[config.mk]
export PLATFORM = sky130hd
export DESIGN_NAME = ras_flat
export DESIGN_NICKNAME = d
export VERILOG_FILES = /design/src/rtl/ras_pkg.sv /design/src/rtl/ras_if.sv /design/src/rtl/ras.sv /design/src/flat_wrapper.sv
export SDC_FILE = /design/constraint.sdc
export NUM_CORES = 1
export LEC_CHECK = 0
export ABC_AREA = 1
export BUFFER_PORTS_ARGS = -buffer_cell sky130_fd_sc_hd__buf_2
export CAP_MARGIN = 20
export CORE_UTILIZATION = 35
export DETAILED_ROUTE_END_ITERATION = 10
export GPL_ROUTABILITY_DRIVEN = 0
export HOLD_SLACK_MARGIN = 0.02
export PLACE_DENSITY = 0.52
export SYNTH_ARGS = -nofsm -noshare
export SYNTH_HDL_FRONTEND = slang
export SYNTH_SLANG_ARGS = --single-unit
[constraint.sdc]
create_clock -name CLK -period 2.33 [get_ports CLK]
set_clock_uncertainty 0.05 [all_clocks]
set_input_delay 0 -clock CLK [delete_from_list [all_inputs] [get_ports CLK]]
set_output_delay 0 -clock CLK [all_outputs]
set_load 0.005 [all_outputs]
[src/rtl/ras_pkg.sv]
// Shared sizing for the return address stack: depth, stored target width and
// the derived pointer/count widths.
package ras_pkg;

  localparam int RAS_DEPTH        = 8;
  localparam int RAS_TARGET_WIDTH = 12;
  localparam int LOG_RAS_DEPTH    = $clog2(RAS_DEPTH);
  localparam int RAS_COUNT_WIDTH  = $clog2(RAS_DEPTH + 1);

  typedef logic [RAS_TARGET_WIDTH-1:0] ras_target_t;
  typedef logic [LOG_RAS_DEPTH-1:0]    ras_index_t;
  typedef logic [RAS_COUNT_WIDTH-1:0]  ras_count_t;

endpackage

[src/rtl/ras_if.sv]
// Prediction and restore signal bundle between the fetch-predict front end
// (master) and the return address stack (slave).
interface ras_if;
  import ras_pkg::*;

  logic        pred_push;
  ras_target_t pred_push_target;
  logic        pred_pop;
  logic        pred_ret_valid;
  ras_target_t pred_ret_target;
  ras_index_t  pred_ras_index;
  ras_count_t  pred_ras_count;
  logic        restore_valid;
  ras_index_t  restore_ras_index;
  ras_count_t  restore_ras_count;
  logic        restore_repair_valid;
  ras_target_t restore_repair_target;

  modport master (
    output pred_push, pred_push_target, pred_pop,
    output restore_valid, restore_ras_index, restore_ras_count,
    output restore_repair_valid, restore_repair_target,
    input  pred_ret_valid, pred_ret_target, pred_ras_index, pred_ras_count
  );

  modport slave (
    input  pred_push, pred_push_target, pred_pop,
    input  restore_valid, restore_ras_index, restore_ras_count,
    input  restore_repair_valid, restore_repair_target,
    output pred_ret_valid, pred_ret_target, pred_ras_index, pred_ras_count
  );

endinterface

[src/rtl/ras.sv]
// Return address stack: circular flop array with a wrapping top pointer and a
// saturating valid count; exports top/count as a checkpoint for restore.
module ras
  import ras_pkg::*;
(
  input  logic CLK,
  input  logic RST,
  ras_if.slave bus
);

  ras_target_t stack [RAS_DEPTH];
  ras_index_t  top;
  ras_count_t  count;

  ras_index_t  top_inc;
  ras_index_t  top_dec;
  logic        count_full;
  logic        count_empty;

  assign top_inc     = top + LOG_RAS_DEPTH'(1);
  assign top_dec     = top - LOG_RAS_DEPTH'(1);
  assign count_full  = (count == RAS_COUNT_WIDTH'(RAS_DEPTH));
  assign count_empty = (count == '0);

  assign bus.pred_ret_target = stack[top];
  assign bus.pred_ret_valid  = !count_empty;
  assign bus.pred_ras_index  = top;
  assign bus.pred_ras_count  = count;

  always_ff @(posedge CLK) begin
    if (RST) begin
      for (int i = 0; i < RAS_DEPTH; i++) stack[i] <= '0;
      top   <= LOG_RAS_DEPTH'(RAS_DEPTH - 1);
      count <= '0;
    end else if (bus.restore_valid) begin
      top   <= bus.restore_ras_index;
      count <= bus.restore_ras_count;
      if (bus.restore_repair_valid)
        stack[bus.restore_ras_index] <= bus.restore_repair_target;
    end else if (bus.pred_push && bus.pred_pop) begin
      // call and return in one cycle: replace the top, depth unchanged
      stack[top] <= bus.pred_push_target;
    end else if (bus.pred_push) begin
      top            <= top_inc;
      stack[top_inc] <= bus.pred_push_target;
      if (!count_full) count <= count + RAS_COUNT_WIDTH'(1);
    end else if (bus.pred_pop) begin
      // pop on empty still walks top so a later restore sees a consistent pointer
      top <= top_dec;
      if (!count_empty) count <= count - RAS_COUNT_WIDTH'(1);
    end
  end

endmodule

[src/flat_wrapper.sv]
// flat-port wrapper written by rule: the top's interface ports become plain ports
module ras_flat import ras_pkg::*;
  (CLK, RST, bus_pred_push, bus_pred_push_target, bus_pred_pop, bus_restore_valid, bus_restore_ras_index, bus_restore_ras_count, bus_restore_repair_valid, bus_restore_repair_target, bus_pred_ret_valid, bus_pred_ret_target, bus_pred_ras_index, bus_pred_ras_count);
  ras_if bus_i ();
  input  logic CLK;
  input  logic RST;
  input wire logic [$bits(bus_i.pred_push)-1:0] bus_pred_push;
  input wire logic [$bits(bus_i.pred_push_target)-1:0] bus_pred_push_target;
  input wire logic [$bits(bus_i.pred_pop)-1:0] bus_pred_pop;
  input wire logic [$bits(bus_i.restore_valid)-1:0] bus_restore_valid;
  input wire logic [$bits(bus_i.restore_ras_index)-1:0] bus_restore_ras_index;
  input wire logic [$bits(bus_i.restore_ras_count)-1:0] bus_restore_ras_count;
  input wire logic [$bits(bus_i.restore_repair_valid)-1:0] bus_restore_repair_valid;
  input wire logic [$bits(bus_i.restore_repair_target)-1:0] bus_restore_repair_target;
  output wire logic [$bits(bus_i.pred_ret_valid)-1:0] bus_pred_ret_valid;
  output wire logic [$bits(bus_i.pred_ret_target)-1:0] bus_pred_ret_target;
  output wire logic [$bits(bus_i.pred_ras_index)-1:0] bus_pred_ras_index;
  output wire logic [$bits(bus_i.pred_ras_count)-1:0] bus_pred_ras_count;
  assign bus_i.pred_push = bus_pred_push;
  assign bus_i.pred_push_target = bus_pred_push_target;
  assign bus_i.pred_pop = bus_pred_pop;
  assign bus_i.restore_valid = bus_restore_valid;
  assign bus_i.restore_ras_index = bus_restore_ras_index;
  assign bus_i.restore_ras_count = bus_restore_ras_count;
  assign bus_i.restore_repair_valid = bus_restore_repair_valid;
  assign bus_i.restore_repair_target = bus_restore_repair_target;
  assign bus_pred_ret_valid = bus_i.pred_ret_valid;
  assign bus_pred_ret_target = bus_i.pred_ret_target;
  assign bus_pred_ras_index = bus_i.pred_ras_index;
  assign bus_pred_ras_count = bus_i.pred_ras_count;
  ras u_core (.CLK(CLK), .RST(RST), .bus(bus_i));
endmodule
-- Word level (Yosys, flattened, before mapping)
Memories as Yosys holds them, arrays and structs flattened. A register that Yosys moved wholly into a read port is not among the register bits.
Index checks and enable logic that the tools add are counted.
- flip-flop bits (word level): 7
- bits in writable memories: 96
- input port bits: 37
- logic and storage cells: 56
- memories kept: 1
- memory list (memory ; words ; bits a word ; read ports ; clocked after memory_dff ; wr ports ; RTL line ; RTL):
    u_core.stack ; 8 ; 12 ; 1 ; 1 ; 8 ; ras.sv:11 ; ras_target_t stack [RAS_DEPTH];
- add/subtract/negate cells: 4
- equal/unequal tests: 4
- muxes and demuxes: 36
- reduce and logical (&&, ||, !) cells: 9
- operator list (operator ; count):
    2-to-1 mux 12 bit ; 3
    OR reduction 12 bit ; 3
    2-to-1 mux 3 bit ; 9
    2-to-1 mux 4 bit ; 6
    2-to-1 mux 1 bit ; 18
    != test 3 bit (second input constant) ; 2
    adder 4 x 1 -> 4 bit (second input constant) ; 1
    == test 4 bit (second input constant) ; 1
    zero test 4 bit ; 1
    AND reduction 4 bit ; 1
    subtractor 4 x 1 -> 4 bit (second input constant) ; 1
    adder 3 x 1 -> 3 bit (second input constant) ; 1
    nonzero test 3 bit ; 1
    subtractor 3 x 1 -> 3 bit (second input constant) ; 1
    != test 2 bit (second input constant) ; 1
    AND reduction 2 bit ; 1
    logical AND 1 bit ; 1
    zero test 1 bit ; 1

-- Longest topological paths before layout
- word-level depth: 8
- depth in mapped cells: 11
- depth with buffers taken out: 10

-- Least setup slack after synthesis
Ideal clock, no wire load.
- path kind: register to register
- start: reg u_core.top[0], in the netlist u_core.bus.pred_ras_index[0]
- end: mem u_core.stack[0][0] in the netlist's numbering (enable)
- setup time: 0.398 ns
- data arrival time: 2.048 ns
- data required time: 1.882 ns
- setup slack: -0.166 ns
- stages on the path, launching flop included: 8
- path buffers: 0
- clock period less this slack: 2.496 ns
- cell sequence: dfxtp_1 > inv_1 > ha_1 > inv_1 > nand3_1 > nand3_2 > nand2_1 > o21ai_0
- RTL lines (item ; RTL line ; RTL):
    start, declared ; ras.sv:12 ; ras_index_t top;
    start signal, assigned ; ras.sv:33 ; top <= LOG_RAS_DEPTH'(RAS_DEPTH - 1);
    start signal, assigned ; ras.sv:36 ; top <= bus.restore_ras_index;
    start signal, assigned ; ras.sv:44 ; top <= top_inc;
    end, declared ; ras.sv:11 ;

==> tab_implementation.tex <==
\begin{tabular}{lr}
\hline
Metric & Value \\
\hline
\multicolumn{2}{l}{\textbf{Synth}} \\
Summed instance area of the synthesized netlist & 5200 um2 \\
Area contributors post-synth & edfxtp\_1 (55\%), nor2\_1 (7.6\%), nand2\_1 (4.8\%) \\
Fraction of registers with async set or reset after synthesis & 0 \\
Number of register bits inferred by synthesis & 106 \\
Mean instance size in the synthesized netlist & 9.97 um2 \\
Unique cell type count in the Yosys netlist & 33 \\
Number of enable flip-flop cells after synthesis & 96 \\
Dominant synthesized flop cell & edfxtp\_1 \\
Syn\_nets & 564 \\
Cell taking the most area after synthesis & edfxtp\_1 \\
Synth Warn \# & 0 \\
Synthesized instance count & 522 \\
Top-area cell type share of the netlist area & 0.554 \\
Sequential element share of the synthesized area & 0.593 \\
\multicolumn{2}{l}{\textbf{Worst setup path}} \\
Highest fanout seen on the critical path & 9 \\
Critical path startpoint category & register \\
Crit end category & register \\
Class of the most critical setup path & reg2reg \\
Arrival time worst endpoint & 2.08 ns \\
CP Data Required Time & 2.35 ns \\
\multicolumn{2}{l}{\textbf{Timing}} \\
Highest attainable clock frequency & 486 MHz \\
Rel. slew slack & 0.590 \\
Number of failing setup endpoints in the final timing report & 0 \\
RSZ-0062 raised after global routing & no \\
Part of the cycle the worst path needs & 0.883 \\
Clock period minus worst slack & 2.06 ns \\
Max-slew violation total from the final report & 0 \\
Transition time at the pin with the least slew margin & 0.615 ns \\
Hold Fails Final Rpt & 0 \\
Post-route setup slack & 0.273 ns \\
Setup TNS & 0 ns \\
\multicolumn{2}{l}{\textbf{Layout}} \\
Final net count & 633 \\
Fraction of final layout cells sized beyond drive strength 1 & 0.230 \\
Area taken by multi-input logic gates & 1890 um2 \\
Area Overhead vs Synth & 18.6\% \\
Number of diodes & 0 \\
Register area & 3080 um2 \\
Filler cells & 1461 \\
Core occupancy in the finished layout & 0.425 \\
\multicolumn{2}{l}{\textbf{Die}} \\
Area of the placeable core & 14500 um2 \\
Die X & 124 um \\
Number of placement rows & 44 \\
Starting utilization of the core area & 0.358 \\
Count of pins on the block boundary & 57 \\
Die height & 124 um \\
Die area & 15400 um2 \\
\multicolumn{2}{l}{\textbf{Detailed routing}} \\
DR iter-0 viols & 417 \\
Routed len/inst & 18.1 um \\
Via count normalized by instance count & 5.31 \\
Residual DRC & 0 \\
Count of antenna-violating nets left after detailed routing & 0 \\
Post-detailed-routing wire length & 14100 um \\
Vias & 4140 \\
1st-pass router iterations & 5 \\
\multicolumn{2}{l}{\textbf{Pwr}} \\
Tot Pwr & 4.66 mW \\
Power density over the cells & 754 nW/um2 \\
Maximum resistive drop on vdd & 0.343 mV \\
Pleak & 2.54 nW \\
\multicolumn{2}{l}{\textbf{Clocking}} \\
Number of buffers added for setup after CTS & 0 \\
Number of CTS-inserted buffers & 9 \\
Number of clock sinks seen by CTS & 106 \\
TritonCTS clock tree & done \\
Clock transition at the registers of the reported paths & 0.07 ns \\
Number of levels in the clock H-tree & 3 \\
Clock Tree Buf Depth & 2 \\
Cell chosen for the clock root & clkbuf\_16 \\
Source-to-sink clock delay at the later pin of the worst-skew pair & 0.35 ns \\
\multicolumn{2}{l}{\textbf{Global route}} \\
Antenna violations before repair & 0 \\
Maximum number of pins on one net before global-route repair & 49 \\
Overall global routing resource usage & 0.200 \\
Number of global-route vias before repair & 3973 \\
Global-route wire length before repair & 22100 um \\
Global route total overflow & 0 \\
\multicolumn{2}{l}{\textbf{Placed design}} \\
Half-perimeter wire length after placement & 9780 um \\
I/O Buffers & 56 \\
Pre-CTS setup slack & 0.256 ns \\
\multicolumn{2}{l}{\textbf{Status}} \\
Result of the run & completed \\
\multicolumn{2}{l}{\textbf{Min path}} \\
Worst hold-check path type & in2reg \\
\multicolumn{2}{l}{\textbf{Run}} \\
Maximum capacitance violations & 0 \\
\hline
\end{tabular}
## worst max-delay path, stage by stage (launching register included)
cell and delay, ns:
dfxtp_1 0.38, inv_1 0.11, ha_1 0.28, inv_1 0.05, nand3_1 0.10, nand3_2 0.12
nor2_1 0.22, nand2_1 0.10, nand2_1 0.20, buf_12 0.17
## stage by stage
step                instances  cell area (um2)  hold slack, ns
finish                    780             6170          0.0416
global route              780             6170          0.0683
CTS                       780             6170          0.0331
detailed placement        758             5800           0.227
global placement          758             5800           0.222
floorplan                 522             5200          0.0191
## logic make-up after synthesis
logic type,synth area share
xor+xnor,0.00168
buf+inv,0.0438
mux,0.0250
simple gates,0.220
flops,0.593
fa+ha+maj,0.0135
compound gates,0.103
## registers in the layout, indices dropped and copies added (netlist names), named ones only
name / cells
u_core.stack: 96
u_core.bus.pred_ras_index: 3
u_core.bus.pred_ras_count: 4
## cell usage in the layout, fill, tap and decap left out, types with 9 or more instances in the layout
cell type,Yosys,layout
o21ai_0,36,32
mux2i_1,13,13
clkbuf_16,0,9
buf_4,2,26
o21ai_2,10,10
edfxtp_1,96,96
nand2_1,66,66
inv_1,14,14
a21oi_1,10,10
buf_2,14,56
dfxtp_1,10,9
nor2_1,105,105
o22ai_1,12,12
nand3_1,12,12
o32ai_1,12,12
nor3_1,49,49
or2_2,13,13
## final timing paths
check / slack (ns) / end / start / cells past startpoint
setup reg to reg: 0.27 / u_core.stack[3][8] / u_core.bus.pred_ras_index[0] / 9
setup / recovery: 0.27 / u_core.stack[3][8] / u_core.bus.pred_ras_index[0] / 9
hold reg to reg: 0.56 / u_core.bus.pred_ras_count[2] / u_core.bus.pred_ras_count[2] / 2
hold / removal: 0.04 / register / bus_restore_ras_index[0] / 5
## area by class of cell
class,count,area share
Multi-Input combinational cell,364,0.307
Clock inverter,3,0.0105
Clock buffer,13,0.0405
Inverter,20,0.0122
Tap cell,184,0.0373
Timing Repair Buffer,90,0.0932
Sequential cell,106,0.500
## repair_timing
action / in CTS / in global routing
gates resized for setup: 0 / 0
endpoints found under the hold margin: 8 / 0
hold buffers: 6 / 0
endpoints found under the setup margin: 0 / 0
## power by group
group | switching [mW] | internal (mW)
Sequential | 0.0458 | 2.17
Clock | 0.672 | 0.972
Combinational | 0.510 | 0.288
Total | 1.23 | 3.43
## per-layer routing
| metal | vias up | global-route usage | wire length [um] | part of all wire |
|---|---|---|---|---|
| met5 | - | 0 | 0 | 0 |
| met3 | 20 | 0.0467 | 958 | 0.068 |
| met2 | 139 | 0.296 | 6150 | 0.43 |
| met4 | 0 | 0.0714 | 263 | 0.019 |
| li1 | 1986 | - | - | - |
| met1 | 1995 | 0.285 | 6780 | 0.48 |
## synthesized netlist by cell type, types with 12 or more instances
| cell | n |
|---|---|
| inv_1 | 14 |
| nand2_1 | 66 |
| o32ai_1 | 12 |
| nor2_1 | 105 |
| edfxtp_1 | 96 |
| o21ai_0 | 36 |
| nor3_1 | 49 |
| nand3_1 | 12 |
| buf_2 | 14 |
| o22ai_1 | 12 |
| clkbuf_1 | 14 |
| or2_2 | 13 |
| mux2i_1 | 13 |
Note: power is estimated with default switching activity, not from simulation.
